==> config.mk <==
export PLATFORM = sky130hd
export DESIGN_NAME = ball_motion
export DESIGN_NICKNAME = d
export VERILOG_FILES = /design/src/rtl/ball_motion.sv
export SDC_FILE = /design/constraint.sdc
export NUM_CORES = 1
export LEC_CHECK = 0
export ABC_AREA = 1
export ABC_CLOCK_PERIOD_IN_PS = 3700
export CAP_MARGIN = 20
export CORE_UTILIZATION = 35
export DETAILED_ROUTE_END_ITERATION = 8
export DONT_BUFFER_PORTS = 1
export PLACE_DENSITY = 0.45
export SYNTH_ARGS = -nofsm -noshare
export SYNTH_HDL_FRONTEND = slang
export SYNTH_SLANG_ARGS = --single-unit
==> constraint.sdc <==
create_clock -name clock -period 3.7 [get_ports clock]
set_input_delay 0.37 -clock clock [delete_from_list [all_inputs] [get_ports clock]]
set_output_delay 0.37 -clock clock [all_outputs]
set_load 0.01 [all_outputs]
==> src/rtl/ball_motion.sv <==
// Ball position engine: steps the ball, reflects it off walls, paddle
// and block hits, and tracks lives through serve / move / lost / over.
module ball_motion #(
  parameter int R_BALL     = 8,
  parameter int H_BAR      = 8,
  parameter int W_BAR      = 64,
  parameter int Y_BAR      = 440,
  parameter int X_MAX      = 640,
  parameter int Y_MAX      = 480,
  parameter int TICK_DIV   = 250000,
  parameter int HOLD_TICKS = 64,
  parameter int LIVES      = 3
) (
  input  logic       clock,
  input  logic       reset,
  input  logic       start,
  input  logic [9:0] x_bar,
  input  logic       hit_u,
  input  logic       hit_d,
  input  logic       hit_l,
  input  logic       hit_r,
  output logic [9:0] x_ball,
  output logic [9:0] y_ball,
  output logic [9:0] next_x,
  output logic [9:0] next_y,
  output logic       moving,
  output logic       life_lost,
  output logic [1:0] lives,
  output logic       game_over
);

  localparam logic [1:0] S_SERVE = 2'd0;
  localparam logic [1:0] S_MOVE  = 2'd1;
  localparam logic [1:0] S_LOST  = 2'd2;
  localparam logic [1:0] S_OVER  = 2'd3;

  localparam int TW = (TICK_DIV > 1) ? $clog2(TICK_DIV) : 1;
  localparam int HW = (HOLD_TICKS > 1) ? $clog2(HOLD_TICKS) : 1;

  localparam logic [9:0] X_LO   = 10'(R_BALL);
  localparam logic [9:0] X_HI   = 10'(X_MAX - 1 - R_BALL);
  localparam logic [9:0] Y_LO   = 10'(R_BALL);
  localparam logic [9:0] Y_PAD  = 10'(Y_BAR - H_BAR - R_BALL);
  localparam logic [9:0] Y_LOST = 10'(Y_MAX - 1 - R_BALL);
  localparam logic [9:0] X_MID  = 10'(X_MAX / 2);

  localparam logic [TW-1:0] TICK_LAST = TW'(TICK_DIV - 1);
  localparam logic [HW-1:0] HOLD_LAST = HW'(HOLD_TICKS - 1);
  localparam logic [10:0]   W_BAR_11  = 11'(W_BAR);

  logic [1:0]    state;
  logic [TW-1:0] tick_cnt;
  logic [HW-1:0] hold_cnt;
  logic          dx;
  logic          dy;
  logic          tick;
  logic          dx_n;
  logic          dy_n;
  logic          on_pad;
  logic          set_r;
  logic          set_l;
  logic          set_d;
  logic          set_u;
  logic [9:0]    x_srv;
  logic [9:0]    x_step;
  logic [9:0]    y_step;
  logic [10:0]   xb11;
  logic [10:0]   xp11;

  assign tick      = (tick_cnt == TICK_LAST);
  assign moving    = (state == S_MOVE);
  assign game_over = (state == S_OVER);

  // Left paddle bound is tested as x_ball + W >= x_bar so it cannot wrap
  assign xb11   = {1'b0, x_ball};
  assign xp11   = {1'b0, x_bar};
  assign on_pad = (y_ball == Y_PAD)
               && (xb11 + W_BAR_11 >= xp11)
               && (xb11 <= xp11 + W_BAR_11);

  assign set_r = (x_ball <= X_LO) || hit_r;
  assign set_l = (x_ball >= X_HI) || hit_l;
  assign set_d = (y_ball <= Y_LO) || hit_d;
  assign set_u = hit_u || on_pad;

  always_comb begin
    dx_n = dx;
    unique case (1'b1)
      (set_r && !set_l): dx_n = 1'b1;
      (set_l && !set_r): dx_n = 1'b0;
      default:           dx_n = dx;
    endcase
  end

  always_comb begin
    dy_n = dy;
    unique case (1'b1)
      (set_d && !set_u): dy_n = 1'b1;
      (set_u && !set_d): dy_n = 1'b0;
      default:           dy_n = dy;
    endcase
  end

  always_comb begin
    x_srv = x_bar;
    unique case (1'b1)
      (x_bar < X_LO): x_srv = X_LO;
      (x_bar > X_HI): x_srv = X_HI;
      default:        x_srv = x_bar;
    endcase
  end

  assign x_step = dx_n ? x_ball + 10'd1 : x_ball - 10'd1;
  assign y_step = dy_n ? y_ball + 10'd1 : y_ball - 10'd1;

  always_comb begin
    next_x = x_ball;
    next_y = y_ball;
    if (moving) begin
      next_x = dx ? x_ball + 10'd1 : x_ball - 10'd1;
      next_y = dy ? y_ball + 10'd1 : y_ball - 10'd1;
    end
  end

  always_ff @(posedge clock or negedge reset) begin
    if (!reset) begin
      tick_cnt <= '0;
    end else if (state == S_SERVE && start) begin
      tick_cnt <= '0;
    end else if (tick) begin
      tick_cnt <= '0;
    end else begin
      tick_cnt <= tick_cnt + TW'(1);
    end
  end

  always_ff @(posedge clock or negedge reset) begin
    if (!reset) begin
      state     <= S_SERVE;
      x_ball    <= X_MID;
      y_ball    <= Y_PAD;
      dx        <= 1'b1;
      dy        <= 1'b0;
      lives     <= 2'(LIVES);
      hold_cnt  <= '0;
      life_lost <= 1'b0;
    end else begin
      life_lost <= 1'b0;
      unique case (state)
        S_SERVE: begin
          x_ball <= x_srv;
          y_ball <= Y_PAD;
          if (start) begin
            state <= S_MOVE;
            dx    <= 1'b1;
            dy    <= 1'b0;
          end
        end
        S_MOVE: begin
          dx <= dx_n;
          dy <= dy_n;
          // Falling past the bottom wins over any pending step
          if (y_ball >= Y_LOST) begin
            state     <= S_LOST;
            lives     <= lives - 2'd1;
            life_lost <= 1'b1;
          end else if (tick) begin
            x_ball <= x_step;
            y_ball <= y_step;
          end
        end
        S_LOST: begin
          if (tick) begin
            if (hold_cnt == HOLD_LAST) begin
              hold_cnt <= '0;
              state    <= (lives == 2'd0) ? S_OVER : S_SERVE;
            end else begin
              hold_cnt <= hold_cnt + HW'(1);
            end
          end
        end
        S_OVER: begin
          state <= S_OVER;
        end
        default: begin
          state <= S_SERVE;
        end
      endcase
    end
  end

endmodule

==> out/qor.csv, run 1 <==
metric,value,unit
"area leader, netlist",dfrtp_1,
Synth cell types,41,
CP Capture Type,flop,
Critical Path Max Stage Delay,0.61,ns
minimum clock period,3.352,ns
num ports,62,
port bufs,0,
worst hold path depth,4,
critical path's slowest cell,dfstp_2,
Area contributors post-synth,"dfrtp_1 (22%), nand2_1 (16%), ha_1 (8.5%), nand3_1 (6.8%), inv_1 (6.3%)",
Mapped Cells,716,
Commonest cells post-synth,"nand2_1 (200), inv_1 (79), nor2_1 (73)",
status,completed,
die area,13930,µm²
1st-iter DRT viols,270,
worst path cell trace,inv_1 -> ha_1 -> ha_1 -> nand3_1 -> a21oi_1 -> a21oi_1 -> nand2_1 -> nand2_1 -> nor2_1 -> nor2_1 -> ha_1 -> o21ai_1 -> inv_1 -> nor2_2 -> inv_1 -> o21ai_0 -> nand2_2 -> o21ai_2,
Worst Reg-to-Reg Cells,18,
Pwr Density,247.7,nW/µm²
RSZ-0062 raised after global routing,false,
post-layout power,0.001267,W
vias in the first global route,4605,
Syn Nets,765,
WHS Endpoint,x_ball[8],
DRC Markers,0,
gr ovfl total,0,
Routed Antenna Nets,0,
slew margin rel.,49.45,%
area share of the largest cell type after synthesis,22.30,%
capturing point of the worst reg2reg path,y_ball[4],
setup TNS,0,ns
Pleak,2.442,nW
post_cts resized,0,
mapped cell area,4713,µm²
DP HPWL,10750,µm
Critical Path AT,3.58,ns
GR Util All Layers,21.11,%
number of max-cap violations,0,
top-count cell post-synth,nand2_1,
"Seq/Total Area, Yosys",27.32,%
Core ar.,13190,µm²
Post-Route WL,14070,µm
internal power,0.0009092,W
#FFs+latches synth,51,
Cell Rows,42,
nets,768,
share of total power in the clock network,39.6,%
hold crit path type,in2reg,
Final period util,90.60,%
total number of vias,4624,
CTS Root Cell,clkbuf_16,
die height,118.0,µm
worst-margin pin slew,0.7571,ns
R2R Setup Slk,0.35,ns
Initial Utilization,35.73,%
TritonCTS buffer count,5,
Max VDD drop,0.0002102,V
setup bufs post-CTS,0,
H-tree depth,2,
CTS tree,done,
Layout area overhead,8.495,%
placed cell count,886,
die width,118.0,µm
CTS max path bufs,2,
Critical R2R Launch,x_ball[6],
clk_lat worst skew,0.30,ns
global placer's final weighted congestion,0.8470,
"Reg clk slew, reported paths",0.07,ns
antenna fix cells,0,
pin count of the biggest net entering global routing,52,
# clock sinks,51,
clock skew,0.008847,ns
data required time at the worst endpoint,3.93,ns
first-pass GRT wire length,23350,µm
WL per Instance,15.70,µm
sequential power share,49.1,%
initial antenna violation count,0,
switching power,0.0003574,W
Fin. Hold Viols,0,
fmax,0.2983,GHz
CP startpoint kind,flop,
async set or reset register ratio after synthesis,100.0,%
crit path max fanout,6,
Pins Over Slew Limit,0,
Setup Viol. Count Final,0,
via-per-instance ratio,5.161,
Finished Core Util,38.77,%
"non-filler cells, final",896,
Post-synth EDFFs,0,
combinational share of power,11.3,%
HP Start,x_bar[8],
CTS Hold Bufs,2,
Mean Syn Cell Area,6.583,µm²
Sw Ratio,28.22,%
yosys warns,0,
layout cells sized above 1,10.28,%
Synth Flop Type,dfrtp_1,
1st-pass router iterations,5,
crit path kind,reg2reg,
==> how the worst max path moves through the flow <==
stage	from	end	slack, ns	cells past startpoint
2_1_floorplan	x_ball[6]	y_ball[4]	0.74	18
3_3_place_gp	x_ball[6]	y_ball[4]	0.38	18
3_5_place_dp	x_ball[6]	y_ball[4]	0.35	18
4_1_cts	x_ball[6]	y_ball[4]	0.32	18
5_1_grt	x_ball[6]	y_ball[4]	0.03	19
6_report	x_ball[6]	y_ball[4]	0.35	18
==> through the flow <==
| step | setup WS [ns] | hold slack, ns | area, µm² |
|---|---|---|---|
| 3_3_place_gp | 0.3798 | 0.07607 | 4921 |
| 6_report | 0.3479 | 0.2455 | 5114 |
| 5_1_grt | 0.03146 | 0.2632 | 5114 |
| 4_1_cts | 0.3187 | 0.2262 | 5114 |
| 3_5_place_dp | 0.3547 | 0.07618 | 4921 |
| 2_1_floorplan | 0.7400 | 0.07441 | 4713 |
==> registers in the layout, summed over array words and instances (netlist names), 2 cells and up <==
register,cells
hold_cnt,6
lives,2
state,2
tick_cnt,18
x_ball,10
y_ball,10
==> layer usage <==
layer | wire, µm | vias to the layer above | GRT usage, %
met4 | 395 | 0 | 8.093
met1 | 6647 | 2158 | 27.84
li1 | - | 2332 | -
met5 | 0 | - | 0
met3 | 637 | 24 | 3.440
met2 | 6388 | 110 | 34.41
==> layout by cell type, fill, tap and decap left out, types with 2 or more instances in the layout <==
| master | Yosys | routed |
|---|---|---|
| nand2_2 | 10 | 10 |
| nand3_2 | 3 | 3 |
| dfstp_2 | 9 | 9 |
| a21oi_1 | 23 | 23 |
| inv_2 | 6 | 6 |
| inv_1 | 79 | 79 |
| a31oi_1 | 2 | 2 |
| nor2_2 | 9 | 9 |
| buf_4 | 1 | 12 |
| ha_1 | 32 | 32 |
| nor2_4 | 3 | 3 |
| nand3_1 | 64 | 64 |
| nor3b_1 | 3 | 3 |
| dfrtp_1 | 42 | 42 |
| xor2_1 | 23 | 23 |
| o21ai_2 | 7 | 7 |
| o22ai_1 | 8 | 8 |
| a22oi_1 | 2 | 2 |
| o211ai_1 | 4 | 4 |
| nand2_1 | 200 | 200 |
| nor2_1 | 73 | 73 |
| nand4_1 | 14 | 14 |
| clkbuf_16 | 0 | 5 |
| xnor2_1 | 5 | 5 |
| nor3_1 | 6 | 6 |
| o21ai_0 | 55 | 55 |
| nand3_4 | 2 | 2 |
| o21ai_1 | 4 | 4 |
==> power by group through the flow <==
stage / Combinational (W) / Sequential, W / Clock [W]
finish: 0.000143 / 0.000622 / 0.000502
global route: 0.000168 / 0.000627 / 0.000542
CTS: 0.000145 / 0.000622 / 0.000524
detailed placement: 0.000128 / 0.000632 / 0
global placement: 0.000123 / 0.000632 / 0
floorplan: 0.000106 / 0.000620 / 0
==> cell type report <==
cell class              count  area [µm²]
fillers                  1438        8077
multi-input cells         561        2998
flip-flops and latches     51        1287
inverters                  86       325.3
well taps                 176       220.2
clock buffers               6       138.9
repair buffers             14       127.6
clock inverters             2       16.27
==> cell families after synthesis <==
logic type / after synthesis / share of synthesized area (%)
buffers and inverters: 104 / 9.079
DFF: 51 / 27.32
xor gates and xnor gates: 28 / 5.203
adders and majority gates: 32 / 8.495
and+or+nand+nor: 392 / 36.90
AOI/OAI and AO/OA: 109 / 13.01
==> worst max-delay path: cells and delay by family, from the launching register on <==
| kind | cells | cell delay [ns] |
|---|---|---|
| AOI/OAI and AO/OA | 5 | 0.73 |
| DFF | 1 | 0.61 |
| and+or+nand+nor | 7 | 0.70 |
| adders and majority gates | 3 | 0.87 |
| buffers and inverters | 3 | 0.36 |
Power figures use the tool's default switching activity.
==> inputs of run 2 (changes only) <==
--- a/config.mk
+++ b/config.mk
@@ -7,11 +7,11 @@
 export LEC_CHECK = 0
 export ABC_AREA = 1
 export ABC_CLOCK_PERIOD_IN_PS = 3700
-export CAP_MARGIN = 20
 export CORE_UTILIZATION = 35
 export DETAILED_ROUTE_END_ITERATION = 8
 export DONT_BUFFER_PORTS = 1
 export PLACE_DENSITY = 0.45
+export RECOVER_POWER = 50
 export SYNTH_ARGS = -nofsm -noshare
 export SYNTH_HDL_FRONTEND = slang
 export SYNTH_SLANG_ARGS = --single-unit
==> run 2 against run 1 <==
  * The run now ends with capacitance limit, slew limit left
  * Worst setup slack lost 0.021 ns
  * Final area shrank 0.91%
  * Cell count is the same
  * Clock skew is essentially flat
  * Critical path depth grew 1
==> out/qor.csv, run 2 (synthesized netlist as in run 1, its figures left out) <==
metric,value,unit,change
status,"complete, but fails checks",,
failing checks,"capacitance limit, slew limit",,
Final period util,91.16,%,+0.57 points
internal power,0.0009066,W,-0.29%
Crit path max-delay family,simple AND/OR/NAND/NOR gates,,
post-layout power,0.001263,W,-0.30%
met2 routed WL,6355,µm,-0.52%
DRC Markers,0,,unchanged
die height,118.0,µm,unchanged
Critical Path AT,3.61,ns,+0.03 ns
worst path cell trace,inv_1 -> ha_1 -> nand2_1 -> nor2_1 -> nand4_1 -> nand2_1 -> nand2_1 -> nand2_1 -> nand2_1 -> nor2_1 -> nor2_1 -> ha_1 -> o21ai_1 -> inv_1 -> nor2_2 -> inv_1 -> o21ai_0 -> nand2_2 -> o21ai_2,,
crit path max fanout,6,,unchanged
1st-pass router iterations,4,,-1
critical path's slowest cell,dfstp_2,,
Worst Reg-to-Reg Cells,19,,+1
via-per-instance ratio,5.150,,-0.22%
WL per Instance,15.69,µm,about the same
share of total power in the clock network,39.7,%,about the same
Routed Antenna Nets,0,,unchanged
most frequent CP cell,nand2_1,,
Crit. path cell count,19,,+1
H-tree depth,2,,unchanged
data required time at the worst endpoint,3.93,ns,about the same
hold crit path type,in2reg,,
Reg with most FFs,tick_cnt,,
uppermost layer routed,met4,,
gr ovfl total,0,,unchanged
sequential power share,49.3,%,+0.2 points
CTS Root Cell,clkbuf_16,,
clk_lat worst skew,0.30,ns,about the same
antenna fix cells,0,,unchanged
minimum clock period,3.373,ns,+0.02103 ns
Fin. Hold Viols,0,,unchanged
Initial Utilization,35.73,%,unchanged
Pleak,2.410,nW,-1.3%
met3 WL,679,µm,+6.6%
"non-filler cells, final",896,,unchanged
1st-iter DRT viols,243,,-10%
Sw Ratio,28.21,%,about the same
CP Capture Type,flop,,
fin area,5067,µm²,-0.91%
"Reg clk slew, reported paths",0.07,ns,about the same
crit path kind,reg2reg,,
number of max-cap violations,1,,+1
clock skew,0.008416,ns,-0.0004306 ns
num ports,62,,unchanged
max reg flops,18,,unchanged
# clock sinks,51,,unchanged
vias in the first global route,4605,,unchanged
total number of vias,4614,,-0.22%
switching power,0.0003563,W,-0.32%
Layout area overhead,7.513,%,
first-pass GRT wire length,23350,µm,unchanged
worst hold path depth,4,,unchanged
most frequent cells in the layout,"nand2_1 (200), inv_1 (79), nor2_1 (74)",,
placed cell count,886,,unchanged
global placer's final weighted congestion,0.8470,,unchanged
RSZ-0062 raised after global routing,false,,
Pins Over Slew Limit,52,,+52
CTS max path bufs,2,,unchanged
worst-margin pin slew,2.582,ns,+1.825 ns
die width,118.0,µm,unchanged
pin count of the biggest net entering global routing,52,,unchanged
layout cells sized above 1,8.472,%,-1.8 points
Critical Path Max Stage Delay,0.61,ns,about the same
GR Util All Layers,21.11,%,unchanged
setup bufs post-CTS,0,,unchanged
Core ar.,13190,µm²,unchanged
port bufs,0,,unchanged
slew margin rel.,-72.16,%,-120 points
biggest regs,"tick_cnt x18, x_ball x10, y_ball x10",,
fmax,0.2965,GHz,-0.62%
Cell Rows,42,,unchanged
FILL cells,1447,,+0.63%
Max VDD drop,0.0002107,V,+0.24%
nets,768,,unchanged
placed inst area,4921,µm²,unchanged
Pwr Density,249.2,nW/µm²,+0.61%
setup TNS,0,ns,unchanged
initial antenna violation count,0,,unchanged
CP startpoint kind,flop,,
CTS tree,done,,
die area,13930,µm²,unchanged
Setup Viol. Count Final,0,,unchanged
TritonCTS buffer count,5,,unchanged
"most common cell after layout, fill and taps aside",nand2_1,,
WP buf/inv,3,,unchanged
Post-Route WL,14060,µm,about the same
Finished Core Util,38.42,%,-0.35 points
WL met1,6629,µm,-0.27%
combinational share of power,11.0,%,-0.3 points
DP HPWL,10750,µm,unchanged
## run 2: cell count changes in the layout (fill, tap and decap cells not counted)
cell / change
buf_4: -7
clkbuf_1: +7
dfstp_1: +4
dfstp_2: -4
buf_16: -1
clkdlybuf4s25_1: +1
nor2_1: +1
nor2_2: -1
## run 2: worst register-to-register path, delay by kind of cell, from the launching register on
family | cells | cell delay, ns
DFF | 1 | 0.61
adders and majority gates | 2 | 0.62
and+or+nand+nor | 11 | 1.22
AOI/OAI and AO/OA | 3 | 0.47
buffers and inverters | 3 | 0.37
## run 2: final cells by class
class                      count  area [µm²]  share of cell area (%)
clock buffer                   6       138.9                   2.741
inverter                      86       325.3                   6.420
clock inverter                 2       16.27                  0.3210
timing repair buffer          14       83.83                   1.654
sequential                    51        1287                   25.41
multi-input combinational    561        2995                   59.11
tap                          176       220.2                   4.346
## run 2: power by group through the flow
stage          clock network [W]  registers (W)  logic, W
2_1_floorplan                  0       0.000620  0.000106
3_3_place_gp                   0       0.000632  0.000123
3_5_place_dp                   0       0.000632  0.000128
4_1_cts                 0.000524       0.000622  0.000145
5_1_grt                 0.000542       0.000627  0.000165
6_report                0.000501       0.000622  0.000140
## run 2: worst paths after layout
check / from / to / slack (ns)
min in group asynchronous: reset / x_ball[4] / 1.62
worst min register to register: tick_cnt[14] / tick_cnt[14] / 0.47
worst min-delay path: x_bar[8] / x_ball[8] / 0.24
worst max register to register: x_ball[6] / y_ball[4] / 0.33
worst max-delay path: x_ball[6] / y_ball[4] / 0.33
max in group asynchronous: reset / tick_cnt[10] / 0.60
## run 2: metal layers
| layer | track usage (%) | up-vias |
|---|---|---|
| met1 | 27.84 | 2148 |
| li1 | - | 2330 |
| met3 | 3.440 | 24 |
| met4 | 8.093 | 0 |
| met2 | 34.41 | 112 |
| met5 | 0 | - |
## run 2: what timing repair did
item	in CTS	in global routing
hold endpoints to repair	51	0
hold buffers	2	0
gates resized for setup	0	0
setup endpoints to repair	0	0
## run 2: stage by stage
stage | setup slack (ns) | hold WS (ns)
after CTS | 0.3187 | 0.2262
after global placement | 0.3798 | 0.07607
after floorplan | 0.7400 | 0.07441
final | 0.3269 | 0.2441
after global routing | 0.03144 | 0.2632
after detailed placement | 0.3547 | 0.07618
==> inputs of run 3 (changes only) <==
--- a/config.mk
+++ b/config.mk
@@ -7,10 +7,10 @@
 export LEC_CHECK = 0
 export ABC_AREA = 1
 export ABC_CLOCK_PERIOD_IN_PS = 3700
-export CORE_UTILIZATION = 35
+export CORE_UTILIZATION = 50
 export DETAILED_ROUTE_END_ITERATION = 8
 export DONT_BUFFER_PORTS = 1
-export PLACE_DENSITY = 0.45
+export PLACE_DENSITY = 0.61
 export RECOVER_POWER = 50
 export SYNTH_ARGS = -nofsm -noshare
 export SYNTH_HDL_FRONTEND = slang
==> run 3 against run 2 <==
  * The flow still finishes with violations (capacitance limit, slew limit)
  * Sequential power is essentially flat
  * Global-route usage increased by 6.5 points
  * Final area decreased by 3.2%
  * Critical path depth unchanged
  * Largest power group unchanged
  * Highest routed layer unchanged
==> out/qor.csv, run 3 (synthesized netlist as in run 1, its figures left out) <==
metric,value,unit,change
Final period util,90.07,%,-1.1 points
Worst Reg-to-Reg Cells,19,,unchanged
Setup crit start,x_ball[6],,
WL met1,5986,µm,-9.7%
global placer's final weighted congestion,0.9385,,+11%
data required time at the worst endpoint,3.95,ns,+0.02 ns
share of total power in the clock network,31.9,%,-7.8 points
DRC Markers,0,,unchanged
TritonCTS buffer count,5,,unchanged
CP startpoint kind,flop,,
WL per Instance,15.78,µm,+0.52%
met2 routed WL,5978,µm,-5.9%
GR Util All Layers,27.56,%,+6.5 points
fmax,0.3001,GHz,+1.2%
Setup Viol. Count Final,0,,unchanged
worst-margin pin slew,2.523,ns,-0.05937 ns
most frequent cells in the layout,"nand2_1 (200), inv_1 (79), nor2_1 (72)",,
biggest regs,"tick_cnt x18, x_ball x10, y_ball x10",,
slew margin rel.,-68.20,%,+4.0 points
CTS max path bufs,2,,unchanged
Max VDD drop,0.0001813,V,-14%
R2R Setup Slk,0.37,ns,+0.04 ns
setup TNS,0,ns,unchanged
number of max-cap violations,1,,unchanged
Sw Ratio,30.62,%,+2.4 points
crit path max fanout,7,,+1
Fin Hold WS,0.2360,ns,-0.008081 ns
vias in the first global route,4428,,-3.8%
H-tree depth,2,,unchanged
DP HPWL,9729,µm,-9.5%
Reg with most FFs,tick_cnt,,
pin count of the biggest net entering global routing,52,,unchanged
combinational share of power,12.4,%,+1.4 points
"most common cell after layout, fill and taps aside",nand2_1,,
failing checks,"capacitance limit, slew limit",,
met3 WL,829,µm,+22%
uppermost layer routed,met4,,
CTS tree,done,,
Pins Over Slew Limit,52,,unchanged
hold crit path type,in2reg,,
initial antenna violation count,0,,unchanged
sequential power share,55.7,%,+6.4 points
Pleak,2.366,nW,-1.8%
Core ar.,9196,µm²,-30%
Pwr Density,227.7,nW/µm²,-8.6%
# clock sinks,51,,unchanged
crit path kind,reg2reg,,
1st-iter DRT viols,324,,+33%
CP Capture Point,y_ball[4],,
clock skew,0.008209,ns,-0.0002069 ns
Cell Rows,35,,-17%
clk_lat worst skew,0.32,ns,+0.02 ns
via-per-instance ratio,5.633,,+9.4%
CP Capture Type,flop,,
first-pass GRT wire length,21600,µm,-7.5%
port bufs,0,,unchanged
CTS Root Cell,clkbuf_8,,
gr ovfl total,0,,unchanged
Post-Route WL,13020,µm,-7.4%
num ports,62,,unchanged
Routed Antenna Nets,0,,unchanged
die area,9819,µm²,-30%
die width,99.09,µm,-16%
max reg flops,18,,unchanged
total number of vias,4647,,+0.72%
1st-pass router iterations,5,,+1
antenna fix cells,0,,unchanged
Initial Utilization,51.25,%,+16 points
nets,762,,-0.78%
capturing point of the worst reg2reg path,y_ball[4],,
layout cells sized above 1,8.543,%,+0.071 points
Layout area overhead,4.062,%,
Fin. Hold Viols,0,,unchanged
internal power,0.0007750,W,-15%
RSZ-0062 raised after global routing,false,,
switching power,0.0003420,W,-4.0%
minimum clock period,3.333,ns,-0.04041 ns
Critical R2R Launch,x_ball[6],,
Critical Path AT,3.59,ns,-0.02 ns
status,"complete, but fails checks",,
"Reg clk slew, reported paths",0.11,ns,+0.04 ns
die height,99.09,µm,-16%
run 3: cell count changes in the layout (fill, tap and decap cells not counted):
cell / delta
buf_4: -4
clkbuf_1: -3
clkbuf_16: -5
clkbuf_2: +1
clkbuf_8: +4
inv_8: +1
nor2_1: -2
nor2_2: +1
nor2_4: +1
o21ai_1: -1
o21ai_2: +1
run 3: layout make-up:
type / instances / area (µm²)
Tap cell: 111 / 138.9
Inverter: 86 / 325.3
Fill cell: 945 / 4292
Timing Repair Buffer: 8 / 47.55
Clock buffer: 5 / 68.82
Clock inverter: 3 / 27.53
Multi-Input combinational cell: 561 / 3009
Sequential cell: 51 / 1287
run 3: power groups by stage:
stage / logic (W) / registers (W) / clock network, W
2_1_floorplan: 0.000106 / 0.000620 / 0
5_1_grt: 0.000161 / 0.000629 / 0.000384
3_3_place_gp: 0.000121 / 0.000631 / 0
4_1_cts: 0.000142 / 0.000621 / 0.000369
6_report: 0.000139 / 0.000622 / 0.000356
3_5_place_dp: 0.000125 / 0.000632 / 0
run 3: worst max-delay path, cell delays in order, from the launching register on:
cell and delay [ns]:
dfstp_2 0.67, inv_1 0.14, nor2_1 0.15, xor2_1 0.19, ha_1 0.29, a21oi_1 0.17, o211ai_1 0.11, a21oi_1 0.12
nand2_1 0.06, nand2_1 0.05, nor2_1 0.06, nor2_1 0.10, ha_1 0.25, o21ai_2 0.24, inv_1 0.10, nor2_2 0.10
inv_1 0.11, o21ai_0 0.20, nand2_2 0.08, o21ai_2 0.06
run 3: how the worst min path moves through the flow:
stage	slack, ns	start	end	cells after the start
floorplan	0.07	reset	dy	0
global placement	0.08	reset	x_ball[7]	0
detailed placement	0.08	reset	x_ball[7]	0
CTS	0.23	x_bar[8]	x_ball[8]	4
global route	0.26	x_bar[8]	x_ball[8]	4
finish	0.24	x_bar[8]	x_ball[8]	4
run 3: repair_timing:
action,CTS,global route
setup buffers,0,1
gates resized for setup,0,3
hold buffers,2,0
setup endpoints to repair,0,5
endpoints found under the hold margin,51,0
run 3: through the flow:
stage	cells	worst slack (ns)	util (%)	instance area, µm²	power (W)
2_1_floorplan	716	0.7400	-	4713	0.0007263
3_3_place_gp	814	0.2753	52.05	4787	0.0007523
3_5_place_dp	814	0.2008	52.05	4787	0.0007562
4_1_cts	824	0.1600	53.51	4921	0.001132
5_1_grt	825	0.01689	53.33	4905	0.001174
6_report	825	0.3673	53.33	4905	0.001117
run 3: layer usage:
layer / vias up / track usage [%]
met1: 2168 / 37.37
met5: - / 0
met4: 0 / 8.371
li1: 2323 / -
met3: 18 / 4.216
met2: 138 / 45.62
